`config.mk`:
```
export PLATFORM = sky130hd
export DESIGN_NAME = pipe_stage_elastic
export DESIGN_NICKNAME = d
export VERILOG_FILES = /design/src/rtl/pipe_pkg.sv /design/src/rtl/pipe_slot.sv /design/src/rtl/pipe_stage_elastic.sv
export SDC_FILE = /design/constraint.sdc
export NUM_CORES = 1
export LEC_CHECK = 0
export CORE_MARGIN = 2
export CORE_UTILIZATION = 46
export DETAILED_ROUTE_END_ITERATION = 16
export GPL_TIMING_DRIVEN = 0
export PLACE_DENSITY = 0.76
export SETUP_SLACK_MARGIN = 0.5
export SYNTH_ARGS = -nofsm -noshare
export SYNTH_HDL_FRONTEND = slang
export SYNTH_SLANG_ARGS = --single-unit
export TNS_END_PERCENT = 10
```
`constraint.sdc`:
```
create_clock -name clk -period 1.9 [get_ports clk]
set_input_delay 0.19 -clock clk [delete_from_list [all_inputs] [get_ports clk]]
set_output_delay 0.19 -clock clk [all_outputs]
set_load 0.005 [all_outputs]
```
`src/rtl/pipe_pkg.sv`:
```
// Shared encodings for the elastic pipeline stage: FSM states, default widths, bubble control.
// Control-bit indices describe the core's packing of the ctrl vector.
package pipe_pkg;

    typedef enum logic [1:0] {
        ST_EMPTY = 2'd0,
        ST_ONE   = 2'd1,
        ST_TWO   = 2'd2
    } state_e;

    localparam int DATA_W_DEF = 128;
    localparam int CTRL_W_DEF = 10;
    localparam int CNT_W_DEF  = 16;

    localparam logic [CTRL_W_DEF-1:0] CTRL_BUBBLE = '0;

    localparam int CB_ALUOP0   = 0;
    localparam int CB_ALUOP1   = 1;
    localparam int CB_ALUSRC   = 2;
    localparam int CB_MEMREAD  = 3;
    localparam int CB_MEMWRITE = 4;
    localparam int CB_REGWRITE = 5;
    localparam int CB_MEMTOREG = 6;
    localparam int CB_BRANCH   = 7;
    localparam int CB_JUMP     = 8;
    localparam int CB_REGDST   = 9;

endpackage

```
`src/rtl/pipe_slot.sv`:
```
// One buffer entry: valid flag plus payload register; load wins over clear.
// Latency 1 cycle; clear drops only the valid flag so the payload keeps its last value.
module pipe_slot #(
    parameter int W = 8
) (
    input  logic         clk,
    input  logic         rst_n,
    input  logic         ld_i,
    input  logic         clr_i,
    input  logic [W-1:0] d_i,
    output logic         vld_o,
    output logic [W-1:0] q_o
);

    logic         vld_q;
    logic [W-1:0] dat_q;

    always_ff @(posedge clk or negedge rst_n) begin
        if (!rst_n) begin
            vld_q <= 1'b0;
            dat_q <= '0;
        end else if (ld_i) begin
            vld_q <= 1'b1;
            dat_q <= d_i;
        end else if (clr_i) begin
            vld_q <= 1'b0;
        end
    end

    assign vld_o = vld_q;
    assign q_o   = dat_q;

endmodule

```
`src/rtl/pipe_stage_elastic.sv`:
```
// Elastic main+skid pipeline register, 1-cycle latency, full throughput; in_ready low only when both slots full.
// Flush squashes held and offered beats. Optional perf counters under PIPE_STAGE_PERF_EN.
module pipe_stage_elastic
    import pipe_pkg::*;
#(
    parameter int DATA_W = DATA_W_DEF,
    parameter int CTRL_W = CTRL_W_DEF
`ifdef PIPE_STAGE_PERF_EN
    ,
    parameter int CNT_W  = CNT_W_DEF
`endif
) (
    input  logic              clk,
    input  logic              rst_n,
    input  logic              flush,
    input  logic              in_valid,
    output logic              in_ready,
    input  logic [DATA_W-1:0] in_data,
    input  logic [CTRL_W-1:0] in_ctrl,
    output logic              out_valid,
    input  logic              out_ready,
    output logic [DATA_W-1:0] out_data,
    output logic [CTRL_W-1:0] out_ctrl
`ifdef PIPE_STAGE_PERF_EN
    ,
    output logic [CNT_W-1:0]  stall_cnt,
    output logic [CNT_W-1:0]  flush_cnt
`endif
);

    localparam int PW = DATA_W + CTRL_W;

    state_e          state_q, state_d;
    logic            accept, drain;
    logic            main_ld, main_sel_skid, skid_ld;
    logic            main_vld, skid_vld;
    logic [PW-1:0]   in_pay, main_d, main_q, skid_q;

    assign in_ready = (state_q != ST_TWO);
    assign accept   = in_valid & in_ready;
    assign drain    = main_vld & out_ready;
    assign in_pay   = {in_data, in_ctrl};
    assign main_d   = main_sel_skid ? skid_q : in_pay;

    always_ff @(posedge clk or negedge rst_n) begin
        if (!rst_n) state_q <= ST_EMPTY;
        else        state_q <= state_d;
    end

    always_comb begin
        state_d       = state_q;
        main_ld       = 1'b0;
        main_sel_skid = 1'b0;
        skid_ld       = 1'b0;
        if (flush) begin
            state_d = ST_EMPTY;
        end else begin
            case (state_q)
                ST_EMPTY: if (accept) begin
                    state_d = ST_ONE;
                    main_ld = 1'b1;
                end
                ST_ONE: begin
                    if (accept && drain) begin
                        main_ld = 1'b1;
                    end else if (accept) begin
                        state_d = ST_TWO;
                        skid_ld = 1'b1;
                    end else if (drain) begin
                        state_d = ST_EMPTY;
                    end
                end
                ST_TWO: if (drain && skid_vld) begin
                    state_d       = ST_ONE;
                    main_ld       = 1'b1;
                    main_sel_skid = 1'b1;
                end
                default: state_d = ST_EMPTY;
            endcase
        end
    end

    pipe_slot #(.W(PW)) u_main (
        .clk   (clk),
        .rst_n (rst_n),
        .ld_i  (main_ld),
        .clr_i (flush | drain),
        .d_i   (main_d),
        .vld_o (main_vld),
        .q_o   (main_q)
    );

    pipe_slot #(.W(PW)) u_skid (
        .clk   (clk),
        .rst_n (rst_n),
        .ld_i  (skid_ld),
        .clr_i (flush | main_sel_skid),
        .d_i   (in_pay),
        .vld_o (skid_vld),
        .q_o   (skid_q)
    );

    // Bubbles carry zero control so nothing downstream acts on stale bits.
    assign out_valid = main_vld;
    assign out_data  = main_q[PW-1:CTRL_W];
    assign out_ctrl  = main_vld ? main_q[CTRL_W-1:0] : CTRL_W'(CTRL_BUBBLE);

`ifdef PIPE_STAGE_PERF_EN
    logic [CNT_W-1:0] stall_cnt_q, flush_cnt_q;

    always_ff @(posedge clk or negedge rst_n) begin
        if (!rst_n) begin
            stall_cnt_q <= '0;
            flush_cnt_q <= '0;
        end else begin
            if (main_vld && !out_ready && stall_cnt_q != '1)
                stall_cnt_q <= stall_cnt_q + 1'b1;
            if (flush && (main_vld || accept) && flush_cnt_q != '1)
                flush_cnt_q <= flush_cnt_q + 1'b1;
        end
    end

    assign stall_cnt = stall_cnt_q;
    assign flush_cnt = flush_cnt_q;
`endif

endmodule

```
# == Word level (Yosys, flattened, before mapping) ==
# Index checks and enable logic that the tools add are counted.
# totals
regBits,280
output_inout_bits,140
elab_cells,45
# classes
n_eq_ne,7
mux,23
bitwise_logic,4
reduce_logical,6
# ops
operator,n
$mux W138,1
$mux W1,13
$mux W2,6
$mux W10,1
$ne A3 B3 Y1 const B,3
$pmux W2 S3,1
$ne A4 B4 Y1 const B,1
$reduce_and A4 Y1,1
$reduce_bool A2 Y1,2
$pmux W1 S3,1
$and A1 B1 Y1,2
$eq A2 B1 Y1 const B,1
$eq A2 B2 Y1 const B,1
$logic_and A1 B1 Y1,2
$logic_not A2 Y1,1
$ne A2 B2 Y1 const B,1
$or A1 B1 Y1,2

# == Logic depth before layout (Yosys ltp) ==
# depth
ltp_word,8
depth_mapped,6
mapped_depth_nobuf,4

# == Cells and area by module ==
# From an unflattened synthesis, not the netlist that was laid out.
# unflattened
hier_cells,773
hier_area_um2,12727.2
# by_module_without_submodules
mod,instances,cells_each,area_each_um2,seq_area_each_um2
pipe_slot,2,294,5192.5,3478.3
pipe_stage_elastic,1,185,2342.2,50.0

# == Worst setup path after synthesis ==
# OpenSTA, ideal clock, no wires.
# synth_path
path_kind,register to register
from,register state_q[0]
to,"register u_main.dat_q[100], in the netlist u_main.q_o[100]"
setup_time_ps,125
t_arrival_ps,1730
t_required_ps,1775
setup_slack_ps,46
path_stages_with_launch,7
n_path_buf,2
synth_period_minus_slack_ps,1854
cell_sequence,dfrtp_1 nand2b_1 nor3_1 o21a_1 buf_2 buf_2 mux2_2
# synth_via
elab_chain_len,6
word_cells_on_any_way,13
# synth_lines
element,line_no,rtl
from (decl),pipe_stage_elastic.sv:33,"state_e state_q, state_d;"
from (signal assigned),pipe_stage_elastic.sv:47,else state_q <= state_d;
$ne A2 B2 Y1 (*),pipe_stage_elastic.sv:39,assign in_ready = (state_q != ST_TWO);
via in_ready,pipe_stage_elastic.sv:17,"output logic in_ready,"
$and A1 B1 Y1 (*),pipe_stage_elastic.sv:40,assign accept = in_valid & in_ready;
$logic_and A1 B1 Y1,pipe_stage_elastic.sv:64,if (accept && drain) begin
$mux W1,pipe_stage_elastic.sv:64,
$pmux W1 S3 (*),pipe_stage_elastic.sv:58,case (state_q)
$mux W1 (*),pipe_stage_elastic.sv:55,if (flush) begin
to (signal assigned),pipe_slot.sv:24,dat_q <= d_i;
to (decl),pipe_slot.sv:16,logic [W-1:0] dat_q;
# The timed path passes the listed nets; every way through them passes the cells marked *.
# A chain may end at the register's enable or synchronous reset.

# == Worst setup path after layout ==
# layout_path
from,"register u_main.vld_q, in the netlist u_main.vld_o"
to,"register u_main.dat_q[57], in the netlist u_main.q_o[57]"
# layout_via
elab_chain_len,6
word_cells_on_any_way,10
# layout_lines
element,line_no,rtl
from (decl),pipe_slot.sv:15,logic vld_q;
from (signal assigned),pipe_slot.sv:20,vld_q <= 1'b0;
from (signal assigned),pipe_slot.sv:23,vld_q <= 1'b1;
from (signal assigned),pipe_slot.sv:26,vld_q <= 1'b0;
$and A1 B1 Y1 (*),pipe_stage_elastic.sv:41,assign drain = main_vld & out_ready;
$logic_and A1 B1 Y1,pipe_stage_elastic.sv:73,ST_TWO: if (drain && skid_vld) begin
$mux W1,pipe_stage_elastic.sv:73,
$mux W1,pipe_stage_elastic.sv:58,
$mux W1,pipe_stage_elastic.sv:55,
$mux W138,pipe_stage_elastic.sv:43,assign main_d = main_sel_skid ? skid_q : in_pay;
# Mark *: on every way between the ends. The rest lies on a longest branch, timed or not.

==> impl_metrics.toml <==
[clocking]
clock-sinks = 280
cts_made_buffers = 31
clockBufferDepth = 3
cts_tree = "done"
h-tree-depth = 1
cts_root_buf = "clkbuf_16"
insertion_delay_ps = 540
clkSlewWorstSetupHoldPaths_ps = 60

[place]
io_buffers = 282
place_area_sq_um = 16530
dp_hpwl_mm = 19.69
place_congestion = 0.7373
dp_cells = 1564

[grt]
antenna_found_initial = 2
grt_overflow = 0
track_usage_pct = 18.88
grt_max_degree = 113
first_global_vias = 8475
grt_pass1_wl_mm = 45.85

[yosys]
synth_top_area_cell = "dfrtp_1"
synth.distinct_cells = 23
yosys-top-cells-area = "dfrtp_1 53%, mux2_2 35%, buf_4 7.3%"
ys_ff_latch = 280
yosysWarnings = 0
syn_avg_cell_area_sq_um = 14.57
ys_async_sr_fraction_pct = 100.0
ys_seq_area_share_pct = 53.33
syn_inst = 902
synth_fp_nets = 1045
yosysMostFrequentCell = "mux2_2"
ys.flop_type = "dfrtp_1"
synth-edff-count = 0
synth_common_cells = "414 x mux2_2, 280 x dfrtp_1, 128 x buf_4"
synthesis.area_sq_um = 13140
synthDominantCellAreaShare_pct = 53.33

[timing]
setup_violations = 114
slew_violations = 0
worstMarginPinSlew_ps = 608.5
fmax_mhz = 514.2
min_period_ps = 1945
setup_tns_ps = -1717
layout_setup_ws_ps = -44.93
hold_viol = 0
finalCritPeriodShare_pct = 102.4
slew_headroom_pct = 59.43
finalClockSkew_ps = 9.099
rsz0062_at_grt = "yes"

[worst_setup_path]
worst-endpoint-required_ps = 2320
r2r-end = "u_main.q_o[57]"
r2r_setup_slack_ps = -40
cp_max_fo = 10
path_class = "register to register"
critPathLaunchType = "register"
cp_common_cell = "mux2_2"
critPathTopFamily = "multiplexers"
crit_buf_inv = 2
regToRegStartpoint = "u_main.vld_o"
cp.arrival_ps = 2370
crit_path_top_delay_cell = "dfrtp_2"
cp-end-kind = "register"
cp_cell_sequence = "nand4_1, or3_4, buf_12, buf_6, mux2_2, mux2_2"
cpPeakStageDelay_ps = 410
reg2reg_depth = 6

[floorplan]
pin_count = 283
coreArea_sq_um = 27930
rows = 61
die-width_um = 173.0
die_area_sq_um = 29930
die_h_um = 173.0
start_util_pct = 47.03

[power_and_ir_drop]
p_int_w = 0.01566
p_comb_share_pct = 26.8
ir_worst_vdd_v = 0.0007384
sw_frac_of_total_pct = 23.66
clockPowerShare_pct = 30.9
power_density_nw_per_um2 = 1132
p_sw_w = 0.004854
p_leak_nw = 8.105
p_seq_share_pct = 42.3
power_w = 0.02051

[routing]
routedWlPerCell_um = 17.37
wirelength_mm = 28.36
antenna_left = 0
drt_iter0_drc = 269
vias_per_cell = 4.856
drcViolationCount = 0
dr.pass1.iters = 4
vias = 7930

[min_path]
min_path_type = "input port to asynchronous set/reset pin"

[run_status]
violations = "setup timing"
status = "complete, but fails checks"

[final_layout]
final_cell_area_sq_um = 18120
syn2layout_area_growth_pct = 37.91
utilization_pct = 64.87
fin_cells = 1633
drive_gt1_share_pct = 64.41
fin_nets = 1372

[job]
maxCapViolations = 0
[final cells by class]
class / instances / area [sq um]
inverter: 1 / 3.754
timing repair buffer: 294 / 2970
fill: 2120 / 9814
antenna: 2 / 5.005
sequential: 280 / 7009
buffer: 174 / 1659
multi-input combinational: 447 / 4898
tap: 378 / 473.0
clock inverter: 13 / 196.4
clock buffer: 44 / 904.6
[worst max path at each step]
stage	start	to	slack, ps	cells after the start
after floorplan	u_main.vld_o	u_main.q_o[127]	120	6
after global placement	rst_n	u_main.q_o[119]	-11800	1
after detailed placement	out_ready	u_skid.q_o[84]	-900	6
after CTS	u_main.vld_o	u_main.q_o[57]	-60	6
after global routing	state_q[1]	u_main.q_o[37]	-140	6
final	u_main.vld_o	u_main.q_o[57]	-40	6
[power groups by stage]
| stage | combinational, W | sequential [W] | clock (W) |
|---|---|---|---|
| 6_report | 0.00550 | 0.00867 | 0.00635 |
| 5_1_grt | 0.00592 | 0.00890 | 0.00675 |
| 4_1_cts | 0.00522 | 0.00862 | 0.00649 |
| 3_5_place_dp | 0.00525 | 0.00869 | 0 |
| 3_3_place_gp | 0.00513 | 0.00862 | 0 |
| 2_1_floorplan | 0.00299 | 0.00843 | 0 |
[metal layers]
layer  share of wire (%)  routed length, um  track usage, %  vias to the layer above
met2                  48              13720           30.98                      205
li1                    -                  -               -                     3697
met4                 3.0                854           6.109                        0
met3                 6.6               1885           5.145                       55
met5                   0                  0               0                        -
met1                  42              11910           24.32                     3973
[logic make-up (layout without fill, tap and decap cells)]
family / Yosys count / in the layout / synth area share [%]
other cells: 0 / 2 / 0
buf+inv: 175 / 526 / 9.704
flops: 280 / 280 / 53.33
simple gates: 24 / 24 / 1.048
mux: 414 / 414 / 35.48
compound gates: 9 / 9 / 0.4381
[state kept, by name, indices dropped and copies added (netlist names)]
name and flops:
state_q 2, u_main.q_o 138, u_skid.vld_o 1, u_skid.q_o 138, u_main.vld_o 1
[layout by cell type (no fill, tap or decap), types with 4 or more instances in the layout]
cell type        synthesis  layout
buf_4                  128     139
buf_2                   26       4
buf_12                   0       4
dfrtp_1                280     278
clkdlybuf4s50_1          0     141
clkbuf_1                 2       5
a21oi_1                  4       4
bufinv_16                0       5
and2_4                   0       8
clkbuf_8                 0      10
clkbuf_16                0      32
clkinv_2                 0       6
buf_6                   14     171
mux2_2                 414     414
[what timing repair did]
| action | in CTS | in global routing |
|---|---|---|
| hold buffers | 1 | 0 |
| resized for setup | 201 | 186 |
| gates cloned | 1 | 0 |
| setup buffers | 5 | 3 |
| setup endpoints to repair | 419 | 480 |
| pin swaps | 1 | 3 |
| hold endpoints to repair | 78 | 0 |
[through the flow]
step                      hold WS (ps)  worst slack, ps
after floorplan                 -105.6            123.9
after global placement           482.2           -11800
after detailed placement         224.8           -902.8
after CTS                        241.9           -58.46
after global routing             227.6           -139.4
final                            174.4           -44.93
Power figures use the tool's default switching activity.
